**config.mk**
```make
export PLATFORM = sky130hd
export DESIGN_NAME = tbird_sched
export DESIGN_NICKNAME = d
export VERILOG_FILES = /design/src/rtl/tbird_sched_pkg.sv /design/src/rtl/tbird_tick_gen.sv /design/src/rtl/tbird_sched.sv
export SDC_FILE = /design/constraint.sdc
export NUM_CORES = 1
export LEC_CHECK = 0
export CAP_MARGIN = 20
export CORE_UTILIZATION = 40
export CTS_BUF_LIST = sky130_fd_sc_hd__clkbuf_8
export DETAILED_ROUTE_END_ITERATION = 16
export PLACE_DENSITY_LB_ADDON = 0.1
export SLEW_MARGIN = 10
export SYNTH_ARGS = -nofsm -noshare
export SYNTH_HDL_FRONTEND = slang
export SYNTH_SLANG_ARGS = --single-unit
```
**constraint.sdc**
```tcl
create_clock -name clk -period 2.5 [get_ports clk]
set_input_delay 0.5 -clock clk [delete_from_list [all_inputs] [get_ports clk]]
set_output_delay 0.5 -clock clk [all_outputs]
set_load 0.005 [all_outputs]
```
**src/rtl/tbird_sched_pkg.sv**
```systemverilog
// Shared definitions for the Thunderbird turn-signal scheduler: state
// encoding (identical to the external mode code), lamp pattern constants
// and the request arbitration rule.
package tbird_pkg;

  localparam logic [1:0] MODE_IDLE  = 2'd0;
  localparam logic [1:0] MODE_LEFT  = 2'd1;
  localparam logic [1:0] MODE_RIGHT = 2'd2;
  localparam logic [1:0] MODE_HAZ   = 2'd3;

  // State codes equal the mode codes so the state register drives mode directly.
  typedef enum logic [1:0] {
    ST_IDLE  = MODE_IDLE,
    ST_LEFT  = MODE_LEFT,
    ST_RIGHT = MODE_RIGHT,
    ST_HAZ   = MODE_HAZ
  } t_tbird_sched_state;

  // Directional sweep, bit0 is the lamp nearest the car centre.
  localparam logic [2:0] LEFT_PAT_S0 = 3'b001;
  localparam logic [2:0] LEFT_PAT_S1 = 3'b011;
  localparam logic [2:0] LEFT_PAT_S2 = 3'b111;
  localparam logic [2:0] LEFT_PAT_S3 = 3'b000;

  localparam logic [2:0] HAZ_PAT_ON  = 3'b111;
  localparam logic [2:0] HAZ_PAT_OFF = 3'b000;
  localparam logic [2:0] LAMPS_OFF   = 3'b000;
  localparam logic [2:0] LAMPS_ALL   = 3'b111;

  localparam logic [1:0] LR_LAST_STEP  = 2'd3;
  localparam logic [1:0] HAZ_LAST_STEP = 2'd1;

  // Both turn requests at once are treated as a hazard request.
  function automatic t_tbird_sched_state arbitrate(input logic l_req,
                                                   input logic r_req,
                                                   input logic h_req);
    t_tbird_sched_state win;
    if (h_req || (l_req && r_req)) begin
      win = ST_HAZ;
    end else if (l_req) begin
      win = ST_LEFT;
    end else if (r_req) begin
      win = ST_RIGHT;
    end else begin
      win = ST_IDLE;
    end
    return win;
  endfunction

  // Directional sweep pattern for a step; the right side uses the same values.
  function automatic logic [2:0] sweep_pat(input logic [1:0] step);
    logic [2:0] pat;
    case (step)
      2'd0:    pat = LEFT_PAT_S0;
      2'd1:    pat = LEFT_PAT_S1;
      2'd2:    pat = LEFT_PAT_S2;
      default: pat = LEFT_PAT_S3;
    endcase
    return pat;
  endfunction

endpackage

```
**src/rtl/tbird_tick_gen.sv**
```systemverilog
// Animation-step prescaler: counts 0..TICK_DIV-1 while run is high, held
// at zero otherwise; tick marks the last cycle of each step.
module tbird_tick_gen #(
  parameter int TICK_DIV = 4
) (
  input  logic clk,
  input  logic rst_b,
  input  logic run,
  output logic tick
);

  localparam logic [7:0] CNT_LAST = 8'(TICK_DIV - 1);

  logic [7:0] cnt_q;

  // Free-run while the scheduler is busy, wrapping at the step length.
  always_ff @(posedge clk or negedge rst_b) begin
    if (!rst_b) begin
      cnt_q <= 8'd0;
    end else if (!run || (cnt_q == CNT_LAST)) begin
      cnt_q <= 8'd0;
    end else begin
      cnt_q <= cnt_q + 8'd1;
    end
  end

  assign tick = run && (cnt_q == CNT_LAST);

endmodule

```
**src/rtl/tbird_sched.sv**
```systemverilog
// Thunderbird tail-light scheduler: arbitrates left/right/hazard requests
// and sequences the lamp patterns one step every TICK_DIV clocks.
// Optional build macro TBIRD_SCHED_BRAKE_EN adds a brake input that
// forces the non-signalling side(s) fully on without touching the FSM.
module tbird_sched
  import tbird_pkg::*;
#(
  parameter int TICK_DIV = 4
) (
  input  logic       clk,
  input  logic       rst_b,
  input  logic       left_req,
  input  logic       right_req,
  input  logic       haz_req,
`ifdef TBIRD_SCHED_BRAKE_EN
  input  logic       brake,
`endif
  output logic [2:0] l_lights,
  output logic [2:0] r_lights,
  output logic       busy,
  output logic [1:0] mode
);

  t_tbird_sched_state state_q, state_d, req_win;
  logic [1:0]         step_q, step_d;
  logic [2:0]         l_pat_q, r_pat_q, l_pat_d, r_pat_d;
  logic               busy_q;
  logic               tick;

  tbird_tick_gen #(
    .TICK_DIV (TICK_DIV)
  ) u_tick_gen (
    .clk   (clk),
    .rst_b (rst_b),
    .run   (busy_q),
    .tick  (tick)
  );

  // Next state/step: enter from IDLE at once, advance only on tick,
  // re-arbitrate at sequence end, hazard preempts a turn sweep on tick.
  always_comb begin
    req_win = arbitrate(left_req, right_req, haz_req);
    state_d = state_q;
    step_d  = step_q;
    case (state_q)
      ST_IDLE: begin
        state_d = req_win;
        step_d  = 2'd0;
      end
      ST_LEFT, ST_RIGHT: begin
        if (tick) begin
          if ((req_win == ST_HAZ) || (step_q == LR_LAST_STEP)) begin
            state_d = req_win;
            step_d  = 2'd0;
          end else begin
            step_d = step_q + 2'd1;
          end
        end
      end
      ST_HAZ: begin
        if (tick) begin
          if (step_q == HAZ_LAST_STEP) begin
            state_d = req_win;
            step_d  = 2'd0;
          end else begin
            step_d = step_q + 2'd1;
          end
        end
      end
      default: begin
        state_d = ST_IDLE;
        step_d  = 2'd0;
      end
    endcase
  end

  // Lamp patterns decoded from the next state so they can be registered
  // alongside it, keeping the outputs straight off flops.
  always_comb begin
    l_pat_d = LAMPS_OFF;
    r_pat_d = LAMPS_OFF;
    case (state_d)
      ST_LEFT:  l_pat_d = sweep_pat(step_d);
      ST_RIGHT: r_pat_d = sweep_pat(step_d);
      ST_HAZ: begin
        l_pat_d = (step_d == 2'd0) ? HAZ_PAT_ON : HAZ_PAT_OFF;
        r_pat_d = (step_d == 2'd0) ? HAZ_PAT_ON : HAZ_PAT_OFF;
      end
      default: begin
        l_pat_d = LAMPS_OFF;
        r_pat_d = LAMPS_OFF;
      end
    endcase
  end

  // State, step and registered Moore outputs.
  always_ff @(posedge clk or negedge rst_b) begin
    if (!rst_b) begin
      state_q <= ST_IDLE;
      step_q  <= 2'd0;
      l_pat_q <= LAMPS_OFF;
      r_pat_q <= LAMPS_OFF;
      busy_q  <= 1'b0;
    end else begin
      state_q <= state_d;
      step_q  <= step_d;
      l_pat_q <= l_pat_d;
      r_pat_q <= r_pat_d;
      busy_q  <= (state_d != ST_IDLE);
    end
  end

  assign busy = busy_q;
  assign mode = state_q;

`ifdef TBIRD_SCHED_BRAKE_EN
  logic brake_l, brake_r;

  // Brake lights the side(s) not currently signalling; hazard is untouched.
  always_comb begin
    brake_l = brake && ((state_q == ST_IDLE) || (state_q == ST_RIGHT));
    brake_r = brake && ((state_q == ST_IDLE) || (state_q == ST_LEFT));
  end

  assign l_lights = brake_l ? LAMPS_ALL : l_pat_q;
  assign r_lights = brake_r ? LAMPS_ALL : r_pat_q;
`else
  assign l_lights = l_pat_q;
  assign r_lights = r_pat_q;
`endif

endmodule
```
==> results_tabular.tex, run 1 <==
\begin{tabular}{lr}
\hline
Metric & Value \\
\hline
\multicolumn{2}{l}{\textbf{Pwr}} \\
Worst-case vdd ir drop & 613 uV \\
Combinational power share & 0.558 \\
Reg power frac & 0.301 \\
Cell Int Power & 0.894 mW \\
Leak pwr & 0.688 nW \\
Cell Pwr Density & 1000 mW/mm\^{}2 \\
Part of the power in the clock network & 0.140 \\
Net Sw Frac & 0.387 \\
NetSw & 0.565 mW \\
\multicolumn{2}{l}{\textbf{Routing}} \\
Total Routed Length & 2410 um \\
Post-detailed-route wirelength per cell & 14.6 um \\
Number of vias per cell after detailed routing & 5.44 \\
Initial detailed-routing violation count & 16 \\
Remaining antenna violation count & 0 \\
DRT Pass-1 Iters & 4 \\
Number of remaining DRC errors & 0 \\
Count of vias placed by the detailed router & 897 \\
\multicolumn{2}{l}{\textbf{GRT}} \\
Via count of the first global-routing pass & 906 \\
Global-route track usage on met3 & 0.0311 \\
Grt met1 use & 0.255 \\
Most Used Layer, Global Route & met2 \\
Maximum number of pins on one net before global-route repair & 20 \\
Overflow left after global routing & 0 \\
Global-route wire length before repair & 3940 um \\
Antenna violations before repair & 0 \\
Met2 Track Usage GR & 0.305 \\
All-layer global routing usage & 0.193 \\
\multicolumn{2}{l}{\textbf{STA}} \\
Number of endpoints failing setup at the final stage & 0 \\
Worst setup margin & 0.0577 ns \\
Post-layout minimum cycle time & 2.44 ns \\
Maximum clock rate & 0.409 GHz \\
Count of final hold-check violations & 0 \\
Slew HR & 0.705 \\
RSZ-0062 raised after global routing & true \\
Least-Margin Pin Slew & 0.441 ns \\
Setup TNS & 0 ns \\
Final setup skew & 0.00522 ns \\
Number of max-slew violations in the final report & 0 \\
Part of the cycle the worst path needs & 0.977 \\
\multicolumn{2}{l}{\textbf{Place}} \\
Inst Count DP & 161 \\
Dpl hpwl & 1710 um \\
IO Port Bufs & 13 \\
Post-placement setup slack & -0.281 ns \\
Routability congestion estimate & 0.879 \\
\multicolumn{2}{l}{\textbf{Synth}} \\
Top area cells in the synthesized netlist & sky130\_fd\_sc\_hd\_\_dfrtp\_1 (44\%), sky130\_fd\_sc\_hd\_\_ha\_1 (11\%), sky130\_fd\_sc\_hd\_\_nor2\_1 (3.9\%) \\
Number of different library cells in the post-synthesis netlist & 30 \\
Mean post-synth cell area & 10.0 sq um \\
Gate Count Post-Synth & 107 \\
Leading post-synthesis cells by instance count & sky130\_fd\_sc\_hd\_\_dfrtp\_1 (19), sky130\_fd\_sc\_hd\_\_nor2\_1 (11), sky130\_fd\_sc\_hd\_\_ha\_1 (9) \\
Number of enable flip-flop cells after synthesis & 0 \\
Proportion of netlist area held by the largest area contributor & 0.444 \\
Top\_reg\_cell synth & sky130\_fd\_sc\_hd\_\_dfrtp\_1 \\
Mapped Nets & 121 \\
Yosys top cell by area & sky130\_fd\_sc\_hd\_\_dfrtp\_1 \\
Asr flop ratio synth & 1.00 \\
Count leader, synth & sky130\_fd\_sc\_hd\_\_dfrtp\_1 \\
Number of storage elements in the synthesis netlist & 19 \\
Count of warnings emitted by yosys & 0 \\
Share of synthesized area occupied by flip-flops and latches & 0.444 \\
Total standard cell area after synthesis & 0.00107 sq mm \\
\multicolumn{2}{l}{\textbf{Clock network}} \\
Clk slew on worst S/H paths & 0.07 ns \\
Clock root cell & sky130\_fd\_sc\_hd\_\_clkbuf\_8 \\
Clk\_lat worst skew & 0.25 ns \\
H-Tree Depth & 1 \\
Total number of clock tree sinks & 19 \\
Number of buffers created by CTS & 3 \\
CTS Buffer Depth & 2 \\
CTS tree & built \\
Number of hold buffers added after CTS & 0 \\
Count of buffers added by post-CTS timing repair for setup & 0 \\
\multicolumn{2}{l}{\textbf{Critical path}} \\
Setup Crit Path Kind & in2reg \\
Top fanout value on the critical path & 3 \\
Startpoint class of the critical path & primary input \\
Critical path data required time & 2.62 ns \\
Arrival time of the worst setup path & 2.57 ns \\
Type of element capturing the critical path & flop \\
\multicolumn{2}{l}{\textbf{Layout}} \\
Antenna cells & 0 \\
Fraction of the core area covered by cells at the end of the flow & 0.582 \\
Fillers & 206 \\
Relative area change from synthesis to final layout & 35.9\% \\
Final non-filler cell total & 165 \\
Final Net Count & 150 \\
Ratio of cells with drive above 1 in the final layout & 0.252 \\
\multicolumn{2}{l}{\textbf{Floorplan}} \\
Initial cell density of the core & 0.428 \\
Overall die height & 53.7 um \\
Row count & 18 \\
Horizontal die dimension & 53.7 um \\
Number of ports placed on the die boundary & 14 \\
Area of the placeable core & 0.00250 sq mm \\
Area of the die & 0.00289 sq mm \\
\multicolumn{2}{l}{\textbf{Worst hold path}} \\
Class of the worst hold path & reg2reg \\
\multicolumn{2}{l}{\textbf{Run}} \\
MaxCap Viol Count & 0 \\
\multicolumn{2}{l}{\textbf{Outcome}} \\
Outcome & completed \\
\hline
\end{tabular}
[sequential cells by signal, summed over array words and instances, names as in the netlist]
register,cells
l_lights,3
step_q,2
u_tick_gen.cnt_q,8
mode,2
r_lights,3
busy,1
[repair_timing]
action / in CTS / in global routing
gates cloned: 0 / 0
pin swaps: 1 / 6
setup endpoints to repair: 3 / 6
resized for setup: 3 / 21
[through the flow]
stage	power (mW)	hold WS, ns	instance area (sq um)
finish	1.46	0.486	1450
global route	1.57	0.511	1450
CTS	1.34	0.482	1380
detailed placement	1.11	0.473	1320
global placement	1.10	0.471	1320
floorplan	0.809	0.204	1070
[layer usage]
metal	vias to the layer above	part of all wire
li1	435	-
met1	445	0.47
met2	13	0.49
met4	0	0.0096
met3	4	0.029
met5	-	0
[worst paths after layout]
check / startpoint / to / slack [ns] / cells after the start
max in group asynchronous: rst_b / u_tick_gen.cnt_q[5] / 1.72 / 2
hold / removal: u_tick_gen.cnt_q[0] / u_tick_gen.cnt_q[0] / 0.49 / 1
setup reg to reg: step_q[1] / l_lights[0] / 0.09 / 10
min in group asynchronous: rst_b / l_lights[1] / 0.57 / 2
setup / recovery: haz_req / l_lights[0] / 0.06 / 10
hold reg to reg: u_tick_gen.cnt_q[0] / u_tick_gen.cnt_q[0] / 0.49 / 1
[power by group through the flow]
stage          Clock (mW)  Sequential, mW  Combinational [mW]
2_1_floorplan           0           0.452               0.356
3_3_place_gp            0           0.444               0.654
3_5_place_dp            0           0.444               0.666
4_1_cts             0.215           0.441               0.687
5_1_grt             0.225           0.453               0.895
6_report            0.205           0.440               0.815
[logic make-up (layout without fill, tap and decap cells)]
group | Yosys count | in the layout | synth area share
AOI/OAI and AO/OA | 27 | 27 | 0.175
xor gates and xnor gates | 6 | 6 | 0.0491
adders and majority gates | 9 | 9 | 0.105
buffers and inverters | 9 | 37 | 0.0316
DFF | 19 | 19 | 0.444
and+or+nand+nor | 37 | 37 | 0.194
[cells in the final DEF, fill, tap and decap left out, types with 2 or more instances in the layout]
master	count
sky130_fd_sc_hd__a21o_1	2
sky130_fd_sc_hd__a21oi_1	3
sky130_fd_sc_hd__a21oi_2	5
sky130_fd_sc_hd__and2_1	3
sky130_fd_sc_hd__and3_1	3
sky130_fd_sc_hd__buf_4	12
sky130_fd_sc_hd__clkbuf_8	3
sky130_fd_sc_hd__clkdlybuf4s50_1	11
sky130_fd_sc_hd__dfrtp_1	19
sky130_fd_sc_hd__dlymetal6s2s_1	2
sky130_fd_sc_hd__ha_1	8
sky130_fd_sc_hd__inv_1	9
sky130_fd_sc_hd__nand2_1	4
sky130_fd_sc_hd__nand3_1	7
sky130_fd_sc_hd__nor2_1	10
sky130_fd_sc_hd__o211a_1	2
sky130_fd_sc_hd__o211ai_1	2
sky130_fd_sc_hd__o21a_1	2
sky130_fd_sc_hd__o21ai_0	2
sky130_fd_sc_hd__o21ai_2	3
sky130_fd_sc_hd__or3_4	3
sky130_fd_sc_hd__xnor2_1	3
sky130_fd_sc_hd__xor2_1	3
[area by class of cell]
cell class / count / area, sq um / area share
clock inverter: 1 / 3.75 / 0.00258
clock buffer: 3 / 41.3 / 0.0284
tap: 30 / 37.5 / 0.0258
inverter: 8 / 30.0 / 0.0207
timing repair buffer: 25 / 225 / 0.155
sequential: 19 / 475 / 0.327
multi-input combinational: 79 / 641 / 0.441
[worst max-delay path: stages]
cell and delay (ns):
sky130_fd_sc_hd__clkdlybuf4s50_1 0.42, sky130_fd_sc_hd__a211o_1 0.28, sky130_fd_sc_hd__a31oi_4 0.25, sky130_fd_sc_hd__nand2b_4 0.17
sky130_fd_sc_hd__a21oi_2 0.07, sky130_fd_sc_hd__a2111oi_2 0.36, sky130_fd_sc_hd__buf_4 0.18, sky130_fd_sc_hd__ha_2 0.17
sky130_fd_sc_hd__or3_4 0.12, sky130_fd_sc_hd__a21oi_2 0.05
Note: power is estimated with default switching activity, not from simulation.
==> run 2, diff against run 1 <==
==> constraint.sdc (replaced) <==
create_clock -name clk -period 2.45 [get_ports clk]
set_input_delay 0.49 -clock clk [delete_from_list [all_inputs] [get_ports clk]]
set_output_delay 0.49 -clock clk [all_outputs]
set_load 0.005 [all_outputs]
==> run 2 against run 1 <==
Clock skew decreased by 0.0037 ns. Register-to-register slack about the same. Design area rose by 1.5%. Largest cell class unchanged. Largest power group unchanged. Global-route usage down 1.9 points. Critical endpoint is now l_lights[1]. Via count down 3.5%. Final cell count is 2.4% higher. Critical path type is now reg2reg. Hold slack gained 0.053 ns. Non-clock buffer count grew 4.
==> results_tabular.tex, run 2 (synthesis gave the netlist of run 1 again) <==
\begin{tabular}{lr}
\hline
Metric & Value \\
\hline
\multicolumn{2}{l}{\textbf{Outcome}} \\
Outcome & completed \\
\multicolumn{2}{l}{\textbf{GRT}} \\
Maximum number of pins on one net before global-route repair & 20 (unchanged) \\
Overflow left after global routing & 0 (unchanged) \\
All-layer global routing usage & 0.174 (-0.0192) \\
Antenna violations before repair & 0 (unchanged) \\
Global-route wire length before repair & 3660 um (-7.0\%) \\
Via count of the first global-routing pass & 870 (-4.0\%) \\
\multicolumn{2}{l}{\textbf{Place}} \\
Routability congestion estimate & 0.880 (+0.13\%) \\
IO Port Bufs & 13 (unchanged) \\
Dpl hpwl & 1640 um (-3.9\%) \\
Post-placement setup slack & -0.313 ns (-0.0323 ns) \\
Inst Count DP & 162 (+0.62\%) \\
Cell Area, Placed & 0.00133 sq mm (+0.57\%) \\
\multicolumn{2}{l}{\textbf{STA}} \\
Least-Margin Pin Slew & 0.360 ns (-0.0814 ns) \\
Final setup skew & 0.00149 ns (-0.00373 ns) \\
Number of endpoints failing setup at the final stage & 0 (unchanged) \\
Slew HR & 0.759 (+0.0545) \\
Count of final hold-check violations & 0 (unchanged) \\
Setup TNS & 0 ns (unchanged) \\
Hold slack final & 0.538 ns (+0.0527 ns) \\
Post-layout minimum cycle time & 2.37 ns \\
Number of max-slew violations in the final report & 0 (unchanged) \\
Maximum clock rate & 0.421 GHz \\
Part of the cycle the worst path needs & 0.969 \\
Worst setup margin & 0.0757 ns (+0.0180 ns) \\
\multicolumn{2}{l}{\textbf{Routing}} \\
Initial detailed-routing violation count & 20 (+4) \\
DRT Pass-1 Iters & 4 (unchanged) \\
Post-detailed-route wirelength per cell & 13.3 um (-9.1\%) \\
Remaining antenna violation count & 0 (unchanged) \\
Total Routed Length & 2240 um (-6.9\%) \\
Count of vias placed by the detailed router & 866 (-3.5\%) \\
Number of remaining DRC errors & 0 (unchanged) \\
Number of vias per cell after detailed routing & 5.12 (-5.7\%) \\
\multicolumn{2}{l}{\textbf{Critical path}} \\
Setup Crit Path Kind & reg2reg \\
Reg2reg start & step\_q[0] \\
Startpoint class of the critical path & flop \\
Critical path data required time & 2.63 ns (about the same) \\
Arrival time of the worst setup path & 2.55 ns (-0.02 ns) \\
Top fanout value on the critical path & 3 (unchanged) \\
Type of element capturing the critical path & flop \\
Origin of the worst setup path & step\_q[0] \\
\multicolumn{2}{l}{\textbf{Layout}} \\
Antenna cells & 0 (unchanged) \\
Final non-filler cell total & 169 (+2.4\%) \\
Number of flip-flops in the largest register & 8 (unchanged) \\
Final Net Count & 154 (+2.7\%) \\
Ratio of cells with drive above 1 in the final layout & 0.259 (+0.00714) \\
Final instance area & 0.00148 sq mm (+1.5\%) \\
Most frequent cells in the layout & sky130\_fd\_sc\_hd\_\_dfrtp\_1 (19), sky130\_fd\_sc\_hd\_\_buf\_4 (16), sky130\_fd\_sc\_hd\_\_nor2\_1 (10), sky130\_fd\_sc\_hd\_\_clkdlybuf4s50\_1 (10), sky130\_fd\_sc\_hd\_\_inv\_1 (9) \\
Relative area change from synthesis to final layout & 38.0\% \\
Register bank with the most flops & u\_tick\_gen.cnt\_q \\
Leading cell type in the layout, fill and taps excluded & sky130\_fd\_sc\_hd\_\_dfrtp\_1 \\
Fraction of the core area covered by cells at the end of the flow & 0.591 (+0.00901) \\
\multicolumn{2}{l}{\textbf{Worst hold path}} \\
Startpoint of the tightest hold check path & u\_tick\_gen.cnt\_q[0] \\
Class of the worst hold path & reg2reg \\
\multicolumn{2}{l}{\textbf{Pwr}} \\
Worst-case vdd ir drop & 708 uV (+15\%) \\
Leak pwr & 0.719 nW (+4.5\%) \\
Overall power after layout & 1.44 mW (-1.5\%) \\
Cell Pwr Density & 973 mW/mm\^{}2 (-3.0\%) \\
\multicolumn{2}{l}{\textbf{Clock network}} \\
H-Tree Depth & 1 (unchanged) \\
Total number of clock tree sinks & 19 (unchanged) \\
CTS Buffer Depth & 2 (unchanged) \\
Clk slew on worst S/H paths & 0.07 ns (about the same) \\
Clk\_lat worst skew & 0.25 ns (about the same) \\
CTS tree & built \\
Number of hold buffers added after CTS & 0 (unchanged) \\
Number of buffers created by CTS & 3 (unchanged) \\
Clock root cell & sky130\_fd\_sc\_hd\_\_clkbuf\_8 \\
\multicolumn{2}{l}{\textbf{Floorplan}} \\
Number of ports placed on the die boundary & 14 (unchanged) \\
Area of the placeable core & 0.00250 sq mm (unchanged) \\
Horizontal die dimension & 53.7 um (unchanged) \\
Area of the die & 0.00289 sq mm (unchanged) \\
Row count & 18 (unchanged) \\
Initial cell density of the core & 0.428 (unchanged) \\
Overall die height & 53.7 um (unchanged) \\
\multicolumn{2}{l}{\textbf{Run}} \\
MaxCap Viol Count & 0 (unchanged) \\
\hline
\end{tabular}
==> run 2: layout make-up <==
cell class,instances,area [sq um]
clock buffer,3,41.3
clock inverter,1,3.75
fill,216,1020
inverter,8,30.0
multi-input combinational,79,631
sequential,19,475
tap,30,37.5
timing repair buffer,29,258
==> run 2: timing repair <==
| item | CTS | global route |
|---|---|---|
| setup endpoints to repair | 3 | 6 |
| pin swaps | 1 | 6 |
| cloned | 0 | 0 |
| gates resized for setup | 5 | 17 |
| buffers inserted | 0 | 3 |
==> run 2: final timing paths <==
kind / endpoint / slack, ns / cells after the start
max in group asynchronous: u_tick_gen.cnt_q[2] / 1.68 / 2
max reg2reg: l_lights[1] / 0.08 / 9
min in group asynchronous: l_lights[2] / 0.57 / 2
min: u_tick_gen.cnt_q[0] / 0.54 / 2
max: l_lights[1] / 0.08 / 9
min reg2reg: u_tick_gen.cnt_q[0] / 0.54 / 2
==> run 2: critical path: stages, from the launching register on <==
cell and delay [ns]:
sky130_fd_sc_hd__dfrtp_1 0.38, sky130_fd_sc_hd__ha_1 0.21, sky130_fd_sc_hd__a211o_1 0.32, sky130_fd_sc_hd__a31oi_4 0.23, sky130_fd_sc_hd__nand2b_4 0.16, sky130_fd_sc_hd__a21oi_2 0.07
sky130_fd_sc_hd__a2111o_1 0.45, sky130_fd_sc_hd__ha_4 0.29, sky130_fd_sc_hd__nand3_1 0.06, sky130_fd_sc_hd__a21oi_1 0.15
==> run 2: power by group <==
part / leakage (nW) / internal (mW) / switching (mW)
clock network: 0.0269 / 0.111 / 0.102
registers: 0.255 / 0.403 / 0.0409
logic: 0.437 / 0.379 / 0.402
total: 0.719 / 0.893 / 0.544
==> run 2: per-layer routing <==
layer	global-route usage	part of all wire	vias up
met5	0	0	-
met4	0.0526	0.0045	0
met3	0.0311	0.020	2
met2	0.257	0.47	9
met1	0.254	0.50	415
li1	-	-	440
==> run 3, diff against run 2 <==
--- a/config.mk
+++ b/config.mk
@@ -9,6 +9,7 @@
 export CORE_UTILIZATION = 40
 export CTS_BUF_LIST = sky130_fd_sc_hd__clkbuf_8
 export DETAILED_ROUTE_END_ITERATION = 16
+export HOLD_SLACK_MARGIN = 0.05
 export PLACE_DENSITY_LB_ADDON = 0.1
 export SLEW_MARGIN = 10
 export SYNTH_ARGS = -nofsm -noshare
==> results of run 3 <==
Final layout, timing and power as in run 2 (identical DEF).
